### src/rtl/usb_pkg.sv
`default_nettype none
// ============================================================================
//  Module   : usb_pkg
//  Purpose  : Shared line states, FSM encoding and constants for the USB
//             full-speed transmit encoder.
//  Revision : 1.0  initial release
// ============================================================================
package usb_pkg;

    localparam logic [1:0] LINE_J   = 2'b10;
    localparam logic [1:0] LINE_K   = 2'b01;
    localparam logic [1:0] LINE_SE0 = 2'b00;

    localparam logic [7:0] SYNC_BYTE           = 8'h80;
    localparam int         STUFF_LIMIT_DEFAULT = 6;

    typedef enum logic [2:0] {
        IDLE = 3'd0,
        SYNC = 3'd1,
        DATA = 3'd2,
        EOP1 = 3'd3,
        EOP2 = 3'd4,
        EOPJ = 3'd5
    } tx_state_t;

endpackage
`default_nettype wire

### src/rtl/usb_nrzi_stuff.sv
`default_nettype none
// ============================================================================
//  Module   : usb_nrzi_stuff
//  Purpose  : Serial bit in, NRZI line level out, with a ones counter that
//             requests a stuffed zero from the parent.
//  Revision : 1.0  initial release
// ============================================================================
module usb_nrzi_stuff
    import usb_pkg::*;
#(
    parameter int STUFF_LIMIT = STUFF_LIMIT_DEFAULT
) (
    input  logic clk,
    input  logic rst,
    input  logic init_i,
    input  logic bit_en_i,
    input  logic bit_i,
    output logic stall_o,
    output logic line_j_o
);

    localparam logic [2:0] ONES_LIMIT = 3'(STUFF_LIMIT);

    logic       nrzi_j_q, nrzi_j_d;
    logic [2:0] ones_q, ones_d;
    logic       base_j;
    logic [2:0] base_ones;
    logic       stuff;

    // init restarts from J with a cleared counter in the same cycle the first bit is applied
    always_comb begin
        base_j    = init_i ? 1'b1 : nrzi_j_q;
        base_ones = init_i ? 3'd0 : ones_q;
        stuff     = (base_ones == ONES_LIMIT);
        nrzi_j_d  = nrzi_j_q;
        ones_d    = ones_q;
        if (bit_en_i) begin
            if (stuff || !bit_i) begin
                nrzi_j_d = ~base_j;
                ones_d   = 3'd0;
            end else begin
                nrzi_j_d = base_j;
                ones_d   = base_ones + 3'd1;
            end
        end
    end

    always_ff @(posedge clk or negedge rst) begin
        if (!rst) begin
            nrzi_j_q <= 1'b1;
            ones_q   <= 3'd0;
        end else begin
            nrzi_j_q <= nrzi_j_d;
            ones_q   <= ones_d;
        end
    end

    assign stall_o  = (ones_q == ONES_LIMIT);
    assign line_j_o = nrzi_j_q;

endmodule
`default_nettype wire

### src/rtl/usb_tx_encoder.sv
`default_nettype none
// ============================================================================
//  Module   : usb_tx_encoder
//  Purpose  : Full-speed USB transmit encoder: SYNC, LSB-first data with bit
//             stuffing and NRZI, EOP; bytes taken over valid/ready.
//  Revision : 1.0  initial release
// ============================================================================
module usb_tx_encoder
    import usb_pkg::*;
#(
    parameter int CLKS_PER_BIT = 8,
    parameter int STUFF_LIMIT  = STUFF_LIMIT_DEFAULT
) (
    input  logic       clk,
    input  logic       rst,
    input  logic       tx_valid,
    input  logic [7:0] tx_data,
    input  logic       tx_last,
    output logic       tx_ready,
    output logic [1:0] USBdata,
    output logic       tx_oe,
    output logic       busy,
    output logic       tx_err
);

    localparam int            CW       = $clog2(CLKS_PER_BIT);
    localparam logic [CW-1:0] CNT_LAST = CW'(CLKS_PER_BIT - 1);

    tx_state_t     state_q, state_d;
    logic [CW-1:0] cnt_q, cnt_d;
    logic [6:0]    shreg_q, shreg_d;
    logic [2:0]    bit_idx_q, bit_idx_d;
    logic          last_q, last_d;

    logic tick;
    logic stall;
    logic nrzi_init;
    logic bit_en;
    logic bit_val;
    logic line_j;

    assign tick = (cnt_q == CNT_LAST);

    // shreg holds the bits still to be sent; the bit on the line lives in the NRZI stage
    always_comb begin
        state_d   = state_q;
        cnt_d     = cnt_q;
        shreg_d   = shreg_q;
        bit_idx_d = bit_idx_q;
        last_d    = last_q;
        nrzi_init = 1'b0;
        bit_en    = 1'b0;
        bit_val   = 1'b0;
        tx_ready  = 1'b0;
        tx_err    = 1'b0;

        if (state_q != IDLE) begin
            cnt_d = tick ? '0 : cnt_q + CW'(1);
        end

        case (state_q)
            IDLE: begin
                if (tx_valid) begin
                    state_d   = SYNC;
                    cnt_d     = '0;
                    shreg_d   = SYNC_BYTE[7:1];
                    bit_idx_d = 3'd0;
                    last_d    = 1'b0;
                    nrzi_init = 1'b1;
                    bit_en    = 1'b1;
                    bit_val   = SYNC_BYTE[0];
                end
            end
            SYNC, DATA: begin
                if (tick) begin
                    if (stall) begin
                        bit_en = 1'b1;
                    end else if (bit_idx_q != 3'd7) begin
                        bit_en    = 1'b1;
                        bit_val   = shreg_q[0];
                        shreg_d   = {1'b0, shreg_q[6:1]};
                        bit_idx_d = bit_idx_q + 3'd1;
                    end else if (last_q) begin
                        state_d = EOP1;
                    end else if (tx_valid) begin
                        state_d   = DATA;
                        tx_ready  = 1'b1;
                        bit_en    = 1'b1;
                        bit_val   = tx_data[0];
                        shreg_d   = tx_data[7:1];
                        bit_idx_d = 3'd0;
                        last_d    = tx_last;
                    end else begin
                        tx_err  = 1'b1;
                        state_d = EOP1;
                    end
                end
            end
            EOP1:    if (tick) state_d = EOP2;
            EOP2:    if (tick) state_d = EOPJ;
            EOPJ:    if (tick) state_d = IDLE;
            default: state_d = IDLE;
        endcase
    end

    always_ff @(posedge clk or negedge rst) begin
        if (!rst) begin
            state_q   <= IDLE;
            cnt_q     <= '0;
            shreg_q   <= '0;
            bit_idx_q <= 3'd0;
            last_q    <= 1'b0;
        end else begin
            state_q   <= state_d;
            cnt_q     <= cnt_d;
            shreg_q   <= shreg_d;
            bit_idx_q <= bit_idx_d;
            last_q    <= last_d;
        end
    end

    usb_nrzi_stuff #(
        .STUFF_LIMIT (STUFF_LIMIT)
    ) u_nrzi_stuff (
        .clk      (clk),
        .rst      (rst),
        .init_i   (nrzi_init),
        .bit_en_i (bit_en),
        .bit_i    (bit_val),
        .stall_o  (stall),
        .line_j_o (line_j)
    );

    always_comb begin
        case (state_q)
            SYNC, DATA: USBdata = line_j ? LINE_J : LINE_K;
            EOP1, EOP2: USBdata = LINE_SE0;
            default:    USBdata = LINE_J;
        endcase
    end

    assign busy  = (state_q != IDLE);
    assign tx_oe = (state_q != IDLE);

endmodule
`default_nettype wire
### config.mk
export PLATFORM = sky130hd
export DESIGN_NAME = usb_tx_encoder
export DESIGN_NICKNAME = d
export VERILOG_FILES = /design/src/rtl/usb_pkg.sv /design/src/rtl/usb_nrzi_stuff.sv /design/src/rtl/usb_tx_encoder.sv
export SDC_FILE = /design/constraint.sdc
export NUM_CORES = 1
export LEC_CHECK = 0
export BUFFER_PORTS_ARGS = -buffer_cell sky130_fd_sc_hd__buf_2
export CAP_MARGIN = 25
export CORE_MARGIN = 2
export CORE_UTILIZATION = 30
export DETAILED_ROUTE_END_ITERATION = 8
export GPL_TIMING_DRIVEN = 0
export SETUP_SLACK_MARGIN = 0.5
export SLEW_MARGIN = 5
export SYNTH_ARGS = -nofsm -noshare
export SYNTH_HDL_FRONTEND = slang
export SYNTH_SLANG_ARGS = --single-unit
### constraint.sdc
create_clock -name clk -period 4.6 [get_ports clk]
set_input_delay 0.46 -clock clk [delete_from_list [all_inputs] [get_ports clk]]
set_output_delay 0.46 -clock clk [all_outputs]
set_load 0.005 [all_outputs]
After elaboration in Yosys (flattened, before gate mapping)

Cells that the tools add are included.

Flip-flop bits (word level): 21
Latch bits: 0
Bits in writable memories: 0
Memory bits (read-only): 0
Input port bits: 12
Output and inout port bits: 6
Logic and storage cells: 103
Memories kept: 0

Add/subtract/negate cells: 3
Multipliers: 0
Div/mod/pow operators: 0
$lt $le $gt $ge: 0
Equality and inequality tests: 18
Shift operators: 0
Mux-type cells: 63
Bitwise gates (word level): 1
Reduce and logical (&&, ||, !) cells: 11

Operator list:

| cell                  | count |
|---|---|
| $mux W3               | 18 |
| $mux W7               | 6 |
| $mux W1               | 32 |
| $eq A3 B3 Y1 const B  | 5 |
| $pmux W3 S5           | 1 |
| $ne A2 B2 Y1 const B  | 7 |
| $pmux W7 S2           | 1 |
| $add A3 B1 Y3 const B | 3 |
| $ne A3 B3 Y1 const B  | 3 |
| $reduce_and A7 Y1     | 1 |
| $eq A3 B2 Y1 const B  | 2 |
| $pmux W3 S2           | 1 |
| $reduce_and A6 Y1     | 1 |
| $reduce_and A5 Y1     | 1 |
| $pmux W1 S2           | 2 |
| $pmux W2 S2           | 1 |
| $reduce_and A4 Y1     | 1 |
| $reduce_or A2 Y1      | 2 |
| $eq A3 B1 Y1 const B  | 1 |
| $logic_not A3 Y1      | 1 |
| $reduce_bool A3 Y1    | 1 |
| $mux W2               | 1 |
| $reduce_bool A2 Y1    | 1 |
| $logic_not A1 Y1      | 1 |
| other kinds (2)       | 2 |

Logic depth before layout (Yosys ltp)

Gate-level depths: netlist (run 1).

Depth in word-level cells: 9
Gate-level depth with buffers: 7
Gate-level depth less buffers: 6

Modules after synthesis

From an unflattened synthesis (run 1), not the netlist that was laid out.

Cell total of the unflattened synthesis: 142
Area, all modules: 1,360.1 um^2

By module, submodules not included:

| module         | instances | cells an instance | area each (um^2) | seq. area each (um^2) |
|---|---|---|---|---|
| usb_tx_encoder | 1         | 112               | 1,114.8          | 425.4 |
| usb_nrzi_stuff | 1         | 30                | 245.2            | 101.3 |

Least setup slack after synthesis (run 1)

OpenSTA, ideal clock, no wires.

Kind: register to register
Start: register bit_idx_q[0]
End: register shreg_q[0]
Library setup time: 0.125 ns
Data arrival time: 2.159 ns
Data required time: 4.475 ns
Slack: 2.316 ns
Cell stages (with the launch flop): 8
Buffers on the path: 1
Period minus slack after synthesis: 2.284 ns
Path through: dfrtp_1 -> ha_1 -> ha_1 -> buf_2 -> o21bai_1 -> a32o_1 -> a2111oi_4 -> mux2_2

Word-level cells in the longest chain between the ends: 5
Elaborated cells on any way between the ends: 8
Classes of those cells: eq/ne (3); mux (4); reduce/logical (1)

RTL lines:

| what                   | line                  | text |
|---|---|---|
| start, declared        | usb_tx_encoder.sv:32  | `logic [2:0] bit_idx_q, bit_idx_d;` |
| start signal, assigned | usb_tx_encoder.sv:117 | `bit_idx_q <= bit_idx_d;` |
| $ne A3 B3 Y1 (*)       | usb_tx_encoder.sv:78  | `end else if (bit_idx_q != 3'd7) begin` |
| $mux W7                | usb_tx_encoder.sv:78  |  |
| $mux W7                | usb_tx_encoder.sv:76  | `if (stall) begin` |
| $mux W7                | usb_tx_encoder.sv:75  | `if (tick) begin` |
| $pmux W7 S2            | usb_tx_encoder.sv:61  | `case (state_q)` |
| end signal, assigned   | usb_tx_encoder.sv:116 | `shreg_q <= shreg_d;` |
| end, declared          | usb_tx_encoder.sv:31  | `logic [6:0] shreg_q, shreg_d;` |

Every way passes the cells marked *; elsewhere a longest branch is shown, timed or not. The select of a mux whose other input is x is not followed.
A chain may end at the register's enable or synchronous reset.

Worst setup path in the final report (run 1)

Start: register bit_idx_q[0]
End: output port tx_err

Word-level cells in the longest chain between the ends: 5

RTL lines:

| what          | line                 | text |
|---|---|---|
| $ne A3 B3 Y1  | usb_tx_encoder.sv:78 |  |
| $mux W1       | usb_tx_encoder.sv:78 |  |
| $mux W1       | usb_tx_encoder.sv:76 |  |
| $mux W1       | usb_tx_encoder.sv:75 |  |
| $mux W1       | usb_tx_encoder.sv:61 |  |
| end, declared | usb_tx_encoder.sv:23 | `output logic tx_err` |

No other way between the ends.

==> summary.md, run 1 <==
| Metric | Value |
|---|---|
| Post-layout min period | `roughly 2700 ps` |
| Share of final-layout standard cells stronger than drive strength 1 | `0.2532` |
| Cell count after synthesis | `137` |
| Actual slew at the worst max-slew pin | `757.4 ps` |
| Kind of critical path | `reg2out` |
| Synthesis warning total | `0` |
| Max Buffers Root-to-Sink | `2` |
| Status | `finished clean` |
| Wirelength per Cell | `12.66 µm` |
| Standard-cell row count | `24` |
| Portion of total power attributed to combinational logic | `0.458` |
| Power Density | `500.3 mW/mm²` |
| IO Count | `18` |
| Y dimension of the die | `70.46 µm` |
| Number of violations of the max-capacitance limit | `0` |
| Most common library cell in the layout ignoring fill and taps | `sky130_fd_sc_hd__buf_2` |
| Reg2reg path depth | `7` |
| RSZ-0062 raised after global routing | `no` |
| Sequential element share of the synthesized area | `0.3975` |
| Async S/R FF share, synth | `1.000` |
| Antenna diode count | `0` |
| Starting density of the core | `0.3086` |
| Residual antenna-violating net count after detailed routing | `0` |
| Vias | `~1100` |
| Count of flip-flops with a built-in enable after synthesis | `0` |
| Kind of start point of the critical path | `flop` |
| Number of buffers added by the clock tree synthesis step | `3` |
| Biggest cell delay along the critical path | `490 ps` |
| Slowest cell on the critical path | `sky130_fd_sc_hd__buf_1` |
| Number of gates resized after CTS | `0` |
| Mean cell area of the mapped netlist | `just under 10 µm²` |
| Number of H-tree branching levels | `1` |
| Switching power total | `0.2921 mW` |
| Vias in the first global route | `a little over 1000` |
| Met3 Routed Length | `160 µm` |
| Reg2reg setup slack | `between 2000 and 2500 ps` |
| Leak | `approximately 0.65 nW` |
| Fin Setup TNS | `0 ps` |
| Share of the core filled with cells | `0.3543` |
| Final setup violation count | `0` |
| Synth-to-layout area growth | `14.83%` |
| Remaining routing DRC violations | `0` |
| Maximum number of pins on one net before global-route repair | `22` |
| Switching power as a share of total power | `0.3837` |
| First-pass DRT Iterations | `4` |
| Final number of hold-violating endpoints | `0` |
| Part of the power in the clock network | `0.162` |
| Buffers added on ports | `17` |
| Netlist Area Pre-Place | `0.001325 mm²` |
| Hold-fix buffers at CTS | `0` |
| Root buffer cell | `sky130_fd_sc_hd__clkbuf_8` |
| Unique masters post-synth | `45` |
| Power Internal | `0.4691 mW` |
| Launch point of the worst reg-to-reg path | `bit_idx_q[0]` |
| Highest achievable clock rate | `370.2 MHz` |
| Ordered cell list for the critical path | `ha_1 > ha_1 > buf_2 > buf_1 > nand2_1 > nor4_1 > buf_2` |
| TritonCTS clock tree | `done` |
| Sequential share of power | `0.380` |
| Total grt overflow | `0` |
| Global-route wire length before repair | `4802 µm` |
| Met2 Wirelength | `1215 µm` |
| Overall Global Routing Usage | `0.1201` |
| IR drop worst, VDD | `0.2056 mV` |
| Initial antenna violation count | `0` |
| Clock latency of the later-clocked register in the worst-skew pair | `approximately 260 ps` |
| # clock sinks | `21` |
| Critical path buffers and inverters | `3` |
| Type of the worst min-delay path | `in2async` |
| Top FF cell, synth | `sky130_fd_sc_hd__dfrtp_1` |
| Final-layout fill cell count | `454` |
| Family of cells with the greatest summed delay on the critical path | `buffers and inverters` |
| Register bit count reported by yosys | `21` |
| Global placer's final weighted congestion | `around 0.71` |
| Maximum net fanout on the critical path | `10` |
| Worst path required time | `4140 ps` |
| Die Outline Area | `0.004965 mm²` |
| Worst setup EP type | `output port` |
| Wl on met1 | `1250 µm` |
| Width of the chip | `70.46 µm` |
| Wire length reported by the detailed router | `2658 µm` |
| Clock-pin slew reported for the worst setup and hold paths after clock tree synthesis | `80 ps` |
| Uppermost signal routing layer after detailed routing | `met4` |
| Arrival time of the worst setup path | `2240 ps` |
| Number of post-CTS setup repair buffers | `0` |
| Fin crit share | `0.5872` |
| Post-Synthesis Net Count | `154` |
| Endpoint of the lowest-slack register-to-register path | `shreg_q[4]` |
| Area inside the core boundary | `0.004294 mm²` |
| Leading cell types in the layout, fill and taps excluded | `sky130_fd_sc_hd__buf_2 (21), sky130_fd_sc_hd__dfrtp_1 (20), sky130_fd_sc_hd__nand2_1 (15)` |
| Final slew viol count | `0` |
| Normalized max-slew margin | `0.4950` |
| Worst clock skew | `roughly 3.1 ps` |
| Routed vias/inst | `5.005` |
| DRC marker count from the first detailed-route iteration | `54` |
| Count of nets after finishing | `176` |
| Detailed Place HPWL | `1929 µm` |
-- state kept, by name (all words and copies together), names as in the netlist --
| register | count |
|---|---|
| u_nrzi_stuff.ones_q | 3 |
| shreg_q | 7 |
| bit_idx_q | 3 |
| last_q | 1 |
| u_nrzi_stuff.line_j_o | 1 |
| state_q | 3 |
| cnt_q | 3 |
-- worst max path at each step --
stage                            start    endpoint  cells past startpoint  slack (ps)
after CTS                 bit_idx_q[0]      tx_err                      7        1860
final                     bit_idx_q[0]      tx_err                      7        1900
after detailed placement  bit_idx_q[0]  shreg_q[3]                      7        2060
after global placement    bit_idx_q[0]  shreg_q[5]                      7        2060
after floorplan           bit_idx_q[0]  shreg_q[0]                      7        2320
after global routing      bit_idx_q[0]      tx_err                      7        1650
-- worst register-to-register path, delay by kind of cell, from the launching register on --
kind | cells | cell delay, ps
mux | 1 | 410
flops | 1 | 400
compound gates | 3 | 1080
buf+inv | 1 | 160
fa+ha+maj | 2 | 360
-- cell type report --
| cell class | count | area, µm² | share of cell area |
|---|---|---|---|
| plain buffers | 6 | 31.28 | 0.02056 |
| clock buffers | 3 | 41.29 | 0.02714 |
| clock inverters | 1 | 5.005 | 0.003289 |
| inverters | 10 | 37.54 | 0.02467 |
| multi-input cells | 100 | 729.5 | 0.4794 |
| flip-flops and latches | 21 | 526.8 | 0.3462 |
| well taps | 52 | 65.06 | 0.04276 |
| repair buffers | 17 | 85.08 | 0.05592 |
-- Yosys cell counts, types with 2 or more instances --
cell type                   count  area share
sky130_fd_sc_hd__nand3_1        2      0.0076
sky130_fd_sc_hd__o21ai_0        4       0.015
sky130_fd_sc_hd__xor2_1         2       0.013
sky130_fd_sc_hd__or3_1          2      0.0094
sky130_fd_sc_hd__ha_1           5       0.047
sky130_fd_sc_hd__and2_2         2       0.011
sky130_fd_sc_hd__o2bb2ai_1      4       0.026
sky130_fd_sc_hd__nor2_1        12       0.034
sky130_fd_sc_hd__mux2i_1        8       0.060
sky130_fd_sc_hd__buf_2          4       0.015
sky130_fd_sc_hd__a21oi_1        5       0.019
sky130_fd_sc_hd__mux2_2         6       0.051
sky130_fd_sc_hd__dfrtp_1       20        0.38
sky130_fd_sc_hd__nand3b_1       4       0.023
sky130_fd_sc_hd__nor3_1         3       0.011
sky130_fd_sc_hd__inv_1         10       0.028
sky130_fd_sc_hd__a32o_1         2       0.015
sky130_fd_sc_hd__nand2_1       15       0.042
-- power by group through the flow --
stage	registers [mW]	logic, mW	clock network (mW)
detailed placement	0.294	0.350	0
CTS	0.290	0.354	0.128
finish	0.290	0.348	0.123
floorplan	0.283	0.275	0
global route	0.297	0.401	0.137
global placement	0.292	0.351	0
-- routing by layer --
metal,up-vias,global-route usage
li1,534,-
met1,485,0.1568
met2,27,0.1929
met3,5,0.03319
met4,0,0.03632
met5,-,0
-- per-stage QoR --
stage	power [mW]	cells	hold slack, ps	instance area, µm²	setup WS (ps)
2_1_floorplan	0.5579	137	164.4	1325	2316
3_3_place_gp	0.6436	206	453.4	1475	2055
3_5_place_dp	0.6441	206	454.1	1475	2061
4_1_cts	0.7715	210	167.0	1521	1857
5_1_grt	0.8349	210	184.7	1521	1649
6_report	0.7611	210	142.6	1521	1899
-- logic make-up (layout without fill, tap and decap cells) --
kind of cell | after synthesis | count (layout) | share of synthesized area
DFF | 21 | 21 | 0.3975
AOI/OAI and AO/OA | 26 | 26 | 0.1587
muxes | 14 | 14 | 0.1114
xor gates and xnor gates | 3 | 3 | 0.01983
adders and majority gates | 6 | 6 | 0.05477
buffers and inverters | 16 | 37 | 0.05194
and+or+nand+nor | 51 | 51 | 0.2059
No activity file was read; power rests on OpenSTA's default activity.
==> inputs of run 2 (changes only) <==
==> constraint.sdc (replaced) <==
create_clock -name clk -period 2.8 [get_ports clk]
set_input_delay 0.28 -clock clk [delete_from_list [all_inputs] [get_ports clk]]
set_output_delay 0.28 -clock clk [all_outputs]
set_load 0.005 [all_outputs]
==> run 2 against run 1 <==
Compared with the run above: sequential cell count stayed put; hold slack better by 180 ps; die area stayed put; clock skew is 0.65 ps lower; sequential share of layout area is 1.6 points lower; clock power is 65% higher; combinational power is 80% higher; utilization is 1.7 points higher; critical path type is now reg2reg; critical endpoint is now u_nrzi_stuff.line_j_o; largest cell class unchanged.
==> summary.md, run 2 (same netlist as run 1, synthesis figures left out) <==
| Metric | Value |
|---|---|
| Status | `finished clean` |
| Maximum net fanout on the critical path | `4` |
| Cell count after placement | `206` |
| Register bank with the most flops | `shreg_q` |
| Fin crit share | `0.7918` |
| Instance count on the critical path | `6` |
| Wirelength per Cell | `about 13 µm` |
| First-pass DRT Iterations | `4` |
| Cell count of the worst hold path | `3` |
| Final setup violation count | `0` |
| Residual antenna-violating net count after detailed routing | `0` |
| Total grt overflow | `0` |
| DRC marker count from the first detailed-route iteration | `44` |
| Wire length reported by the detailed router | `~2800 µm` |
| Most common library cell in the layout ignoring fill and taps | `sky130_fd_sc_hd__buf_2` |
| Worst setup EP type | `flop` |
| Type of the worst min-delay path | `in2reg` |
| Actual slew at the worst max-slew pin | `about 510 ps` |
| Number of buffers added by the clock tree synthesis step | `3` |
| Y dimension of the die | `70.46 µm` |
| Synth-to-layout area growth | `20.30%` |
| Clock latency of the later-clocked register in the worst-skew pair | `roughly 260 ps` |
| Max Buffers Root-to-Sink | `2` |
| Family of cells with the greatest summed delay on the critical path | `simple AND/OR/NAND/NOR gates` |
| Kind of critical path | `reg2reg` |
| Remaining routing DRC violations | `0` |
| Die Outline Area | `0.004965 mm²` |
| Fin Setup TNS | `0 ps` |
| Count of nets after finishing | `roughly 180` |
| # clock sinks | `21` |
| Worst path required time | `3000 ps` |
| Starting density of the core | `0.3086` |
| Number of violations of the max-capacitance limit | `0` |
| Kind of start point of the critical path | `flop` |
| Routed vias/inst | `5.023` |
| Number of flip-flops in the largest register | `7` |
| Initial antenna violation count | `0` |
| Maximum number of pins on one net before global-route repair | `22` |
| Number of standard cells in the layout, taps in and fillers out | `218` |
| Leak | `0.6950 nW` |
| Highest achievable clock rate | `451.1 MHz` |
| Share of final-layout standard cells stronger than drive strength 1 | `0.2952` |
| Antenna diode count | `0` |
| Detailed Place HPWL | `1929 µm` |
| Overall Global Routing Usage | `0.1213` |
| Global placer's final weighted congestion | `slightly above 0.7` |
| Post-layout min period | `around 2200 ps` |
| Area occupied by registers | `526.8 µm²` |
| Critical path buffers and inverters | `0` |
| IR drop worst, VDD | `0.3402 mV` |
| Root buffer cell | `sky130_fd_sc_hd__clkbuf_8` |
| Area taken by multi-input logic gates | `735.7 µm²` |
| Vias in the first global route | `approximately 1000` |
| Global-route wire length before repair | `between 4000 and 5000 µm` |
| IO Count | `18` |
| Area of all placed cells without fillers | `around 0.0016 mm²` |
| Standard-cell row count | `24` |
| Final number of hold-violating endpoints | `0` |
| Worst clock skew | `about 2.5 ps` |
| Vias | `around 1100` |
| Buffers added on ports | `17` |
| Slowest cell on the critical path | `sky130_fd_sc_hd__or4b_4` |
| TritonCTS clock tree | `done` |
| Normalized max-slew margin | `0.6572` |
| Arrival time of the worst setup path | `2420 ps` |
| Final slew viol count | `0` |
| Final-layout fill cell count | `451` |
| Area after DPL | `0.001475 mm²` |
| Leading cell types in the layout, fill and taps excluded | `sky130_fd_sc_hd__buf_2 (21), sky130_fd_sc_hd__dfrtp_1 (20), sky130_fd_sc_hd__nand2_1 (15)` |
| Ordered cell list for the critical path | `or4b_4 > and2_4 > ha_1 > and3_4 > or3_4 > a32o_1` |
| Width of the chip | `between 70 and 80 µm` |
| Power Density | `a little over 800 mW/mm²` |
| Area inside the core boundary | `0.004294 mm²` |
| Number of H-tree branching levels | `1` |
| Reg2reg path depth | `6` |
| Biggest cell delay along the critical path | `570 ps` |
| RSZ-0062 raised after global routing | `yes` |
| Clock-pin slew reported for the worst setup and hold paths after clock tree synthesis | `80 ps` |
[run 2: layout make-up]
cell class              instances  share of cell area
plain buffers                   6             0.02198
multi-input cells             100              0.4615
well taps                      52             0.04082
flip-flops and latches         21              0.3305
clock buffers                   3             0.02590
inverters                      10             0.02355
clock inverters                 1            0.003140
repair buffers                 25             0.09262
[run 2: through the flow]
stage,hold WS (ps),worst slack [ps],utilization,power (mW)
final,324.8,583.0,0.3712,1.302
after global routing,327.7,475.3,0.3712,1.422
after global placement,273.4,255.0,0.3435,1.057
after floorplan,-15.59,516.0,-,0.9165
after detailed placement,274.1,260.8,0.3435,1.058
after CTS,319.7,535.0,0.3639,1.307
[run 2: layer usage]
layer  track usage  up-vias  routed length (µm)
met5             0        -                   0
met4       0.03632        0                  31
met3       0.03175        5                 122
met2        0.1950       27                1318
met1        0.1595      514                1312
li1              -      549                   -
[run 2: tightest hold or removal path, cell delays in order]
cell                      delay (ps)
sky130_fd_sc_hd__buf_2            80
sky130_fd_sc_hd__a21oi_1          50
sky130_fd_sc_hd__mux2i_1         130
[run 2: what timing repair did]
item                                    4_1_cts  5_1_grt
setup buffers                                 4        3
hold buffers                                  1        0
endpoints found under the hold margin        20        0
pin swaps                                     1        1
endpoints found under the setup margin       13        4
gates resized for setup                       1        3
[run 2: final timing paths]
kind,to,start,slack (ps)
worst max register to register,u_nrzi_stuff.line_j_o,state_q[2],580
worst max-delay path,u_nrzi_stuff.line_j_o,state_q[2],580
worst min-delay path,shreg_q[6],tx_data[7],320
max in group asynchronous,u_nrzi_stuff.line_j_o,rst,1940
min in group asynchronous,state_q[1],rst,510
worst min register to register,cnt_q[0],cnt_q[0],500
[run 2: power breakdown]
part	leakage (nW)	internal, mW	switching, mW	total, mW
Sequential	0.270	0.410	0.0623	0.472
Combinational	0.400	0.300	0.327	0.627
Clock	0.0255	0.0993	0.103	0.203
